## src/rtl/seq_alu_if.sv

```systemverilog
// rtl/seq_alu_if.sv - request/response bundle between decode, seq_alu and writeback
interface seq_alu_if #(
    parameter int WIDTH = 32
);
    logic             in_valid;
    logic             in_ready;
    logic [WIDTH-1:0] a;
    logic [WIDTH-1:0] b;
    logic [3:0]       alu_op;
    logic             out_valid;
    logic             out_ready;
    logic [WIDTH-1:0] result;
    logic             branch;
    logic             busy;

    modport master (
        output in_valid, a, b, alu_op, out_ready,
        input  in_ready, out_valid, result, branch, busy
    );

    modport slave (
        input  in_valid, a, b, alu_op, out_ready,
        output in_ready, out_valid, result, branch, busy
    );
endinterface

```

## src/rtl/seq_alu.sv

```systemverilog
// rtl/seq_alu.sv - handshaked ALU: single-cycle ops plus iterative MUL/DIVU/REMU
module seq_alu #(
    parameter int WIDTH = 32
) (
    input  logic       clk,
    input  logic       rst,
    seq_alu_if.slave   bus
);
    localparam int SHW = $clog2(WIDTH);
    localparam int CW  = SHW + 1;

    localparam logic [3:0] OP_ADD  = 4'b0000;
    localparam logic [3:0] OP_SUB  = 4'b0001;
    localparam logic [3:0] OP_SLL  = 4'b0010;
    localparam logic [3:0] OP_AND  = 4'b0011;
    localparam logic [3:0] OP_SRL  = 4'b0100;
    localparam logic [3:0] OP_LT   = 4'b0101;
    localparam logic [3:0] OP_OR   = 4'b0110;
    localparam logic [3:0] OP_XOR  = 4'b0111;
    localparam logic [3:0] OP_MUL  = 4'b1000;
    localparam logic [3:0] OP_GT   = 4'b1001;
    localparam logic [3:0] OP_SRA  = 4'b1010;
    localparam logic [3:0] OP_DIVU = 4'b1011;
    localparam logic [3:0] OP_EQ   = 4'b1100;
    localparam logic [3:0] OP_REMU = 4'b1101;
    localparam logic [3:0] OP_LTS  = 4'b1110;

    typedef enum logic [1:0] {
        S_IDLE,
        S_BUSY,
        S_DONE
    } state_t;

    state_t           state_q, state_d;
    logic [CW-1:0]    cnt_q, cnt_d;
    logic [3:0]       op_q, op_d;
    logic [WIDTH-1:0] a_q, a_d;
    logic [WIDTH-1:0] b_q, b_d;
    logic [WIDTH-1:0] acc_q, acc_d;
    logic [WIDTH-1:0] result_q, result_d;
    logic             branch_q, branch_d;

    logic [SHW-1:0]   shamt;
    logic [WIDTH-1:0] sc_res;
    logic             sc_br;
    logic             is_iter;

    assign shamt = bus.b[SHW-1:0];

    always_comb begin
        sc_res  = bus.a + bus.b;
        sc_br   = 1'b0;
        is_iter = 1'b0;
        case (bus.alu_op)
            OP_SUB:  sc_res = bus.a - bus.b;
            OP_SLL:  sc_res = bus.a << shamt;
            OP_SRL:  sc_res = bus.a >> shamt;
            OP_SRA:  sc_res = $unsigned($signed(bus.a) >>> shamt);
            OP_AND:  sc_res = bus.a & bus.b;
            OP_OR:   sc_res = bus.a | bus.b;
            OP_XOR:  sc_res = bus.a ^ bus.b;
            OP_EQ:   sc_br  = (bus.a == bus.b);
            OP_GT:   sc_br  = (bus.a > bus.b);
            OP_LT:   sc_br  = (bus.a < bus.b);
            OP_LTS:  sc_br  = ($signed(bus.a) < $signed(bus.b));
            OP_MUL, OP_DIVU, OP_REMU: is_iter = 1'b1;
            default: sc_res = bus.a + bus.b;
        endcase
        if (bus.alu_op == OP_EQ || bus.alu_op == OP_GT ||
            bus.alu_op == OP_LT || bus.alu_op == OP_LTS) begin
            sc_res = {{(WIDTH-1){1'b0}}, sc_br};
        end
    end

    // MUL: acc accumulates a_q (shifted left) for each set bit of b_q (shifted right).
    // DIV/REM: a_q shifts the dividend out at the top and the quotient in at the bottom;
    // acc holds the partial remainder. A zero divisor naturally yields all-ones / a.
    logic [WIDTH-1:0] mul_acc;
    logic [WIDTH:0]   rem_sh;
    logic [WIDTH:0]   rem_diff;
    logic             rem_ge;
    logic [WIDTH-1:0] rem_next;
    logic [WIDTH-1:0] quo_next;

    always_comb begin
        mul_acc  = acc_q + (b_q[0] ? a_q : '0);
        rem_sh   = {acc_q, a_q[WIDTH-1]};
        rem_diff = rem_sh - {1'b0, b_q};
        rem_ge   = ~rem_diff[WIDTH];
        rem_next = rem_ge ? rem_diff[WIDTH-1:0] : rem_sh[WIDTH-1:0];
        quo_next = {a_q[WIDTH-2:0], rem_ge};
    end

    always_ff @(posedge clk) begin
        if (rst) begin
            state_q  <= S_IDLE;
            cnt_q    <= '0;
            op_q     <= '0;
            a_q      <= '0;
            b_q      <= '0;
            acc_q    <= '0;
            result_q <= '0;
            branch_q <= 1'b0;
        end else begin
            state_q  <= state_d;
            cnt_q    <= cnt_d;
            op_q     <= op_d;
            a_q      <= a_d;
            b_q      <= b_d;
            acc_q    <= acc_d;
            result_q <= result_d;
            branch_q <= branch_d;
        end
    end

    always_comb begin
        state_d  = state_q;
        cnt_d    = cnt_q;
        op_d     = op_q;
        a_d      = a_q;
        b_d      = b_q;
        acc_d    = acc_q;
        result_d = result_q;
        branch_d = branch_q;
        case (state_q)
            S_IDLE: begin
                if (bus.in_valid) begin
                    op_d = bus.alu_op;
                    a_d  = bus.a;
                    b_d  = bus.b;
                    if (is_iter) begin
                        acc_d   = '0;
                        cnt_d   = CW'(WIDTH);
                        state_d = S_BUSY;
                    end else begin
                        result_d = sc_res;
                        branch_d = sc_br;
                        state_d  = S_DONE;
                    end
                end
            end
            S_BUSY: begin
                cnt_d = cnt_q - CW'(1);
                if (op_q == OP_MUL) begin
                    acc_d = mul_acc;
                    a_d   = a_q << 1;
                    b_d   = b_q >> 1;
                end else begin
                    acc_d = rem_next;
                    a_d   = quo_next;
                end
                if (cnt_q == CW'(1)) begin
                    state_d  = S_DONE;
                    branch_d = 1'b0;
                    if (op_q == OP_MUL)
                        result_d = mul_acc;
                    else if (op_q == OP_DIVU)
                        result_d = quo_next;
                    else
                        result_d = rem_next;
                end
            end
            S_DONE: begin
                if (bus.out_ready)
                    state_d = S_IDLE;
            end
            default: state_d = S_IDLE;
        endcase
    end

    assign bus.in_ready  = (state_q == S_IDLE);
    assign bus.busy      = (state_q != S_IDLE);
    assign bus.out_valid = (state_q == S_DONE);
    assign bus.result    = result_q;
    assign bus.branch    = branch_q;
endmodule

```

## src/flat_wrapper.sv

```systemverilog
// flat-port wrapper written by rule: the top's interface ports become plain ports
module seq_alu_flat 
#(
    parameter int WIDTH = 32
)
  (clk, rst, bus_in_valid, bus_a, bus_b, bus_alu_op, bus_out_ready, bus_in_ready, bus_out_valid, bus_result, bus_branch, bus_busy);
  seq_alu_if #(.WIDTH(WIDTH)) bus_i ();
  input  logic clk;
  input  logic rst;
  input wire logic [$bits(bus_i.in_valid)-1:0] bus_in_valid;
  input wire logic [$bits(bus_i.a)-1:0] bus_a;
  input wire logic [$bits(bus_i.b)-1:0] bus_b;
  input wire logic [$bits(bus_i.alu_op)-1:0] bus_alu_op;
  input wire logic [$bits(bus_i.out_ready)-1:0] bus_out_ready;
  output wire logic [$bits(bus_i.in_ready)-1:0] bus_in_ready;
  output wire logic [$bits(bus_i.out_valid)-1:0] bus_out_valid;
  output wire logic [$bits(bus_i.result)-1:0] bus_result;
  output wire logic [$bits(bus_i.branch)-1:0] bus_branch;
  output wire logic [$bits(bus_i.busy)-1:0] bus_busy;
  assign bus_i.in_valid = bus_in_valid;
  assign bus_i.a = bus_a;
  assign bus_i.b = bus_b;
  assign bus_i.alu_op = bus_alu_op;
  assign bus_i.out_ready = bus_out_ready;
  assign bus_in_ready = bus_i.in_ready;
  assign bus_out_valid = bus_i.out_valid;
  assign bus_result = bus_i.result;
  assign bus_branch = bus_i.branch;
  assign bus_busy = bus_i.busy;
  seq_alu #(.WIDTH(WIDTH)) u_core (.clk(clk), .rst(rst), .bus(bus_i));
endmodule
```

## config.mk

```make
export PLATFORM = sky130hd
export DESIGN_NAME = seq_alu_flat
export DESIGN_NICKNAME = d
export VERILOG_FILES = /design/src/rtl/seq_alu_if.sv /design/src/rtl/seq_alu.sv /design/src/flat_wrapper.sv
export SDC_FILE = /design/constraint.sdc
export NUM_CORES = 1
export LEC_CHECK = 0
export ABC_AREA = 0
export CAP_MARGIN = 20
export CORE_MARGIN = 5
export CORE_UTILIZATION = 57
export DETAILED_ROUTE_END_ITERATION = 6
export PLACE_DENSITY = 0.8
export SETUP_SLACK_MARGIN = 0.2
export SLEW_MARGIN = 20
export SYNTH_ARGS = -nofsm -noshare
export SYNTH_HDL_FRONTEND = slang
export SYNTH_SLANG_ARGS = --single-unit
```

## constraint.sdc

```tcl
create_clock -name clk -period 3.9 [get_ports clk]
set_input_delay 0.585 -clock clk [delete_from_list [all_inputs] [get_ports clk]]
set_output_delay 0.585 -clock clk [all_outputs]
set_load 0.01 [all_outputs]
```

# Word level (Yosys, flattened, before mapping)

Index checks and enable logic that the tools add are counted.

Output and inout bits: 36
Register bits after elaboration: 141
Input port bits: 72
Word-level logic and storage cells: 96

Add/sub/neg operators: 5
Multiplexer cells: 34
Bitwise logic cells: 4
Reductions and logical operators: 13
Eq/ne operators: 26
Magnitude comparators: 3
Shift-type cells: 3

Operators by type and width:

| operator           | number |
|---|---|
| $mux 32            | 14 |
| $pmux 32 s2        | 4 |
| $pmux 32 s7        | 1 |
| $add 32x32->32     | 2 |
| $lt 32x32->1       | 2 |
| $eq 4x4->1 const B | 9 |
| $sub 33x32->33     | 1 |
| $and 32x32->32     | 1 |
| $eq 32x32->1       | 1 |
| $gt 32x32->1       | 1 |
| $or 32x32->32      | 1 |
| $shl 32x5->32      | 1 |
| $shr 32x5->32      | 1 |
| $sshr 32x5->32     | 1 |
| $sub 32x32->32     | 1 |
| $xor 32x32->32     | 1 |
| $eq 4x3->1 const B | 4 |
| $mux 6             | 2 |
| $pmux 6 s2         | 1 |
| $reduce_and 3->1   | 3 |
| $eq 4x2->1 const B | 2 |
| $mux 2             | 4 |
| $eq 6x1->1 const B | 1 |
| $ne 2x1->1 const B | 3 |
| 16 further kinds   | 26 |

# Depth between registers and ports, before layout

Depth after elaboration: 8
Mapped depth: 18
Gate-level depth less buffers: 15

# Worst setup path before layout

No wires, ideal clock.

Path type: input to register
Start point: in bus_b[2]
End point: reg u_core.result_q[31], in the netlist u_core.bus.result[31]
Data required time: 3,769 ps
Arrival time: 3,970 ps
Stages: 18
Setup time: 131 ps
Slack: -201 ps
Buffers on the path: 5
Cell sequence: buf_2 clkinv_1 buf_2 buf_2 buf_2 ha_1 buf_4 o21ai_1 o21bai_1 o41ai_2 a21boi_1 a221oi_2 o21ai_1 and2_1 or4_1 a31o_1 a32oi_1 o41ai_1

Cells in the longest elaborated chain, start to end: 6
Elaborated cells between the ends (all ways): 10
Classes of those cells: 2 x add/sub; 3 x shift; 5 x mux

Ends and longest elaborated chain:

| element                                | line                         | RTL |
|---|---|---|
| start, declared                        | flat_wrapper.sv:12           | `input wire logic [$bits(bus_i.b)-1:0] bus_b;` |
| $add 32x32->32 (tied with other cells) | seq_alu.sv:51, seq_alu.sv:67 |  |
| $pmux 32 s7 *                          | seq_alu.sv:54                | `case (bus.alu_op)` |
| $mux 32 *                              | seq_alu.sv:69                | `if (bus.alu_op == OP_EQ \|\| bus.alu_op == OP_GT \|\|` |
| $mux 32 *                              | seq_alu.sv:131               | `if (is_iter) begin` |
| $mux 32 *                              | seq_alu.sv:127               | `if (bus.in_valid) begin` |
| $pmux 32 s2 *                          | seq_alu.sv:125               | `case (state_q)` |
| end signal, assigned                   | seq_alu.sv:111               | `result_q <= result_d;` |
| end, declared                          | seq_alu.sv:40                | `logic [WIDTH-1:0] result_q, result_d;` |

Mark *: on every way between the ends. The rest lies on a longest branch, timed or not. The select of a mux whose other input is x is not followed.
A chain may end at the register's enable or synchronous reset.

# Worst setup path after layout

Start point: reg u_core.b_q[0]
End point: reg u_core.result_q[25], in the netlist u_core.bus.result[25]

Cells in the longest elaborated chain, start to end: 6
Elaborated cells between the ends (all ways): 8
Classes of those cells: 2 x add/sub; 6 x mux

Ends and longest elaborated chain:

| element                | line           | RTL |
|---|---|---|
| start, declared        | seq_alu.sv:38  | `logic [WIDTH-1:0] b_q, b_d;` |
| start signal, assigned | seq_alu.sv:100 | `b_q <= '0;` |
| start signal, assigned | seq_alu.sv:109 | `b_q <= b_d;` |
| $sub 33x32->33         | seq_alu.sv:88  | `rem_diff = rem_sh - {1'b0, b_q};` |
| $mux 32                | seq_alu.sv:90  | `rem_next = rem_ge ? rem_diff[WIDTH-1:0] : rem_sh[WIDTH-1:0];` |
| $mux 32                | seq_alu.sv:157 | `else if (op_q == OP_DIVU)` |
| $mux 32 *              | seq_alu.sv:155 | `if (op_q == OP_MUL)` |
| $mux 32 *              | seq_alu.sv:152 | `if (cnt_q == CW'(1)) begin` |
| $pmux 32 s2 *          | seq_alu.sv:125 |  |

Marked as above.

==> results by group <==
Floorplanning
  • Initial Util: 57.2%
  • Die Wd: 193 um
  • Die area: 37200 um^2
  • Row count: 67
  • I/O pin total: 108
  • Chip Height: 193 um
  • Core footprint: 33300 um^2

Global route
  • First-pass GRT wire length: 128 mm
  • Initial antenna violation count: 1
  • GR Overflow Total: 0
  • Grt met2 use: 68.6%
  • Grt met3 use: 8.94%
  • GR Util met1: 58.3%
  • Vias in the first global route: 21650
  • Largest net degree at the start of global routing: 75
  • Tot GR Track Use: 44.4%
  • Grt peak-use layer: met2

Power
  • VDD IR max: 0.000201 V
  • Design Power: 6.23 mW
  • Leakage power: 10.3 nW
  • Pwr dens: 258 nW/um^2

Yosys
  • Top-area cell type share of the netlist area: 14.8%
  • Synth Flop Type: dfxtp_1
  • Synthesized instance count: 2678
  • Sequential area share after synthesis: 14.8%
  • Warnings from Yosys: 0
  • Asr flop ratio synth: 0%
  • Post-synth EDFFs: 0
  • Post-synth cell types: 97
  • Syn avg cell area: 7.11 um^2
  • Syn nets: 2917
  • FF+latch count, synth: 141
  • Top cell type by total area after synthesis: dfxtp_1
  • Synthesized area: 19000 um^2
  • Synth top area cells: dfxtp_1 15%, ha_1 11%, nor2_1 6.8%, nand2_1 6.6%, a21oi_1 5.9%

Cells and area
  • Post-route cell area: 24100 um^2
  • Final #Nets: 3216
  • Diodes inserted: 0
  • Multi-input gate area: 15600 um^2
  • FF+latch area: 2830 um^2
  • Layout cells sized above 1: 21.2%
  • Area grow syn2layout: 26.8%
  • Fillers: 2613

Worst setup path
  • Reg2Reg Depth: 16
  • Worst setup path end: u_core.bus.result[25]
  • Critical Path Fanout Max: 6
  • Worst Setup End Kind: register
  • Reg2reg start: u_core.b_q[0]
  • Crit path launch: u_core.b_q[0]
  • RR Endpoint: u_core.bus.result[25]
  • R2R setup slack: 0.11 ns
  • Worst EP required: 4.18 ns
  • Startpoint type of the worst setup path: register
  • Critical path arrival: 4.06 ns
  • CP Class: reg -> reg

Run status
  • Outcome: complete, no violations

CTS
  • H-tree Lvls: 4
  • Max Root-Sink Buffers: 2
  • CTS buffer count: 17
  • Clock Pin Slew Worst Setup and Hold Paths: 0.06 ns
  • TritonCTS clock tree: built
  • CTS root buf: clkbuf_16
  • CTS Sinks: 141
  • Clock Latency Late Sink: 0.44 ns

Timing
  • Worst-margin pin slew: 0.979 ns
  • Clock Skews: 0.00890 ns
  • Setup TNS: 0 ns
  • Max_slew headroom: 34.5%
  • RSZ-0062 raised after global routing: yes
  • Final setup vio count: 0
  • Fin. Hold Viols: 0
  • Minimum clock period: 3.79 ns
  • Final period utilization: 97.1%
  • F_max: 0.264 GHz
  • Fin. max-slew vios: 0

Min path
  • Worst min path class: reg -> reg

Route
  • WL/cell: 25.9 um
  • WL final: 89.1 mm
  • Antenna-violating nets left: 0
  • Vias: 24169
  • First-pass DRT Iterations: 7
  • Via/cell ratio: 7.03
  • Violation count after the first detailed-route iteration: 3828
  • DRC: 0

Place
  • Placement Cell Area: 22500 um^2
  • Placer Congestion: 1.09
  • Final HPWL DP: 66.3 mm
  • Port Buf Inserts: 107

Run
  • Max-Cap Viols: 0
registers in the layout (all words and copies together), names as in the netlist:
signal	count
u_core.a_q	32
u_core.acc_q	32
u_core.b_q	32
u_core.bus.result	32
u_core.cnt_q	6
u_core.op_q	4
u_core.state_q	2
u_core.bus.branch	1
routing by layer:
metal	share of wire, %	vias up	routed length, um
li1	-	10377	-
met1	37	11207	32900
met2	43	2074	38300
met3	13	509	11300
met4	7.4	2	6580
met5	0.013	-	12
cells in the mapped netlist (all sizes together) (15+ instances only):
cell     count
nor2b       27
mux2i       62
nor3        61
buf         67
a22oi       20
xor2        26
a21o        48
mux2        19
ha         163
dfxtp      141
a2111oi     15
a31oi       32
and2        45
a211oi      46
clkbuf     130
o31ai       29
o21ai      164
nand4       21
inv        135
mux4        41
o21bai      19
o21a        16
a21oi      231
nor2       346
a311oi      72
nand2      333
nand3       38
o211ai      37
a221oi      33
xnor2       65
metrics by stage:
stage / worst slack (ns) / instances / util, % / hold slack, ns
after floorplan: 0.201 / 2678 / - / 0.445
after global placement: -0.260 / 3373 / 67.6 / 0.458
after detailed placement: -0.349 / 3373 / 67.6 / 0.476
after CTS: 0.205 / 3414 / 69.9 / 0.484
after global routing: 0.0433 / 3438 / 72.5 / 0.504
final: 0.112 / 3438 / 72.5 / 0.483
critical path, cell delays in order (launching register included):
cell	delay [ns]
dfxtp_4	0.36
buf_6	0.14
ha_4	0.15
inv_2	0.05
fa_2	0.44
a211oi_4	0.25
o211ai_1	0.20
a21oi_2	0.29
o31ai_4	0.13
a31oi_4	0.27
buf_6	0.15
xnor2_4	0.12
buf_12	0.17
mux2i_2	0.28
o21ai_0	0.13
a221oi_2	0.34
o31ai_1	0.13
cells by family (layout without fill, tap and decap cells):
| logic type | count (synthesis) | in the layout | synth area share, % |
|---|---|---|---|
| buf+inv | 335 | 647 | 7.28 |
| compound gates | 875 | 875 | 31.5 |
| xor+xnor | 91 | 91 | 4.23 |
| simple gates | 947 | 947 | 21.8 |
| fa+ha+maj | 167 | 167 | 11.1 |
| flops | 141 | 141 | 14.8 |
| mux | 122 | 122 | 9.23 |
worst min-delay path by stage:
stage	startpoint	to	slack (ns)	cells past startpoint
after global routing	u_core.op_q[2]	u_core.op_q[2]	0.50	2
after CTS	u_core.op_q[2]	u_core.op_q[2]	0.48	2
after detailed placement	u_core.op_q[2]	u_core.op_q[2]	0.48	2
after global placement	u_core.op_q[3]	u_core.op_q[3]	0.46	2
final	u_core.op_q[2]	u_core.op_q[2]	0.48	2
after floorplan	u_core.op_q[2]	u_core.op_q[2]	0.44	2
report_power, final:
group	leakage [nW]	internal, mW	switching, mW
Combinational	8.91	1.22	1.74
Clock	0.263	0.884	0.710
Sequential	1.16	1.55	0.123
area by class of cell:
class	count	share of cell area [%]
flip-flops and latches	141	11.7
clock buffers	17	1.76
clock inverters	15	0.575
multi-input cells	2202	64.7
inverters	138	2.17
repair buffers	477	16.8
well taps	448	2.32
timing repair:
item	in CTS	in global routing
hold buffers	0	0
pin swaps	17	66
setup endpoints to repair	38	50
gates cloned	2	2
setup buffers	7	22
resized for setup	26	143
cells in the final DEF, fill, tap and decap left out, types with 13 or more instances in the layout:
cell type        instances
clkbuf_16               18
a211oi_1                36
a22oi_1                 20
clkdlybuf4s50_1         98
a221oi_1                22
nand2b_1                13
dfxtp_1                140
nand3_1                 36
o21ai_0                124
buf_4                  349
o21bai_1                18
a21oi_2                 21
mux4_2                  41
a31oi_1                 27
nor2_1                 339
o21a_1                  15
nor4_1                  14
nand4_1                 21
nand2_1                328
mux2_2                  15
o31ai_1                 23
xnor2_1                 63
and2_1                  43
o211ai_1                36
a21oi_1                209
xor2_1                  25
nor3_1                  53
ha_1                   147
a21o_1                  48
mux2i_1                 58
o21ai_1                 30
o22ai_1                 14
nor2b_1                 25
inv_1                  132
a311oi_1                68
(Power assumes the default switching activity.)
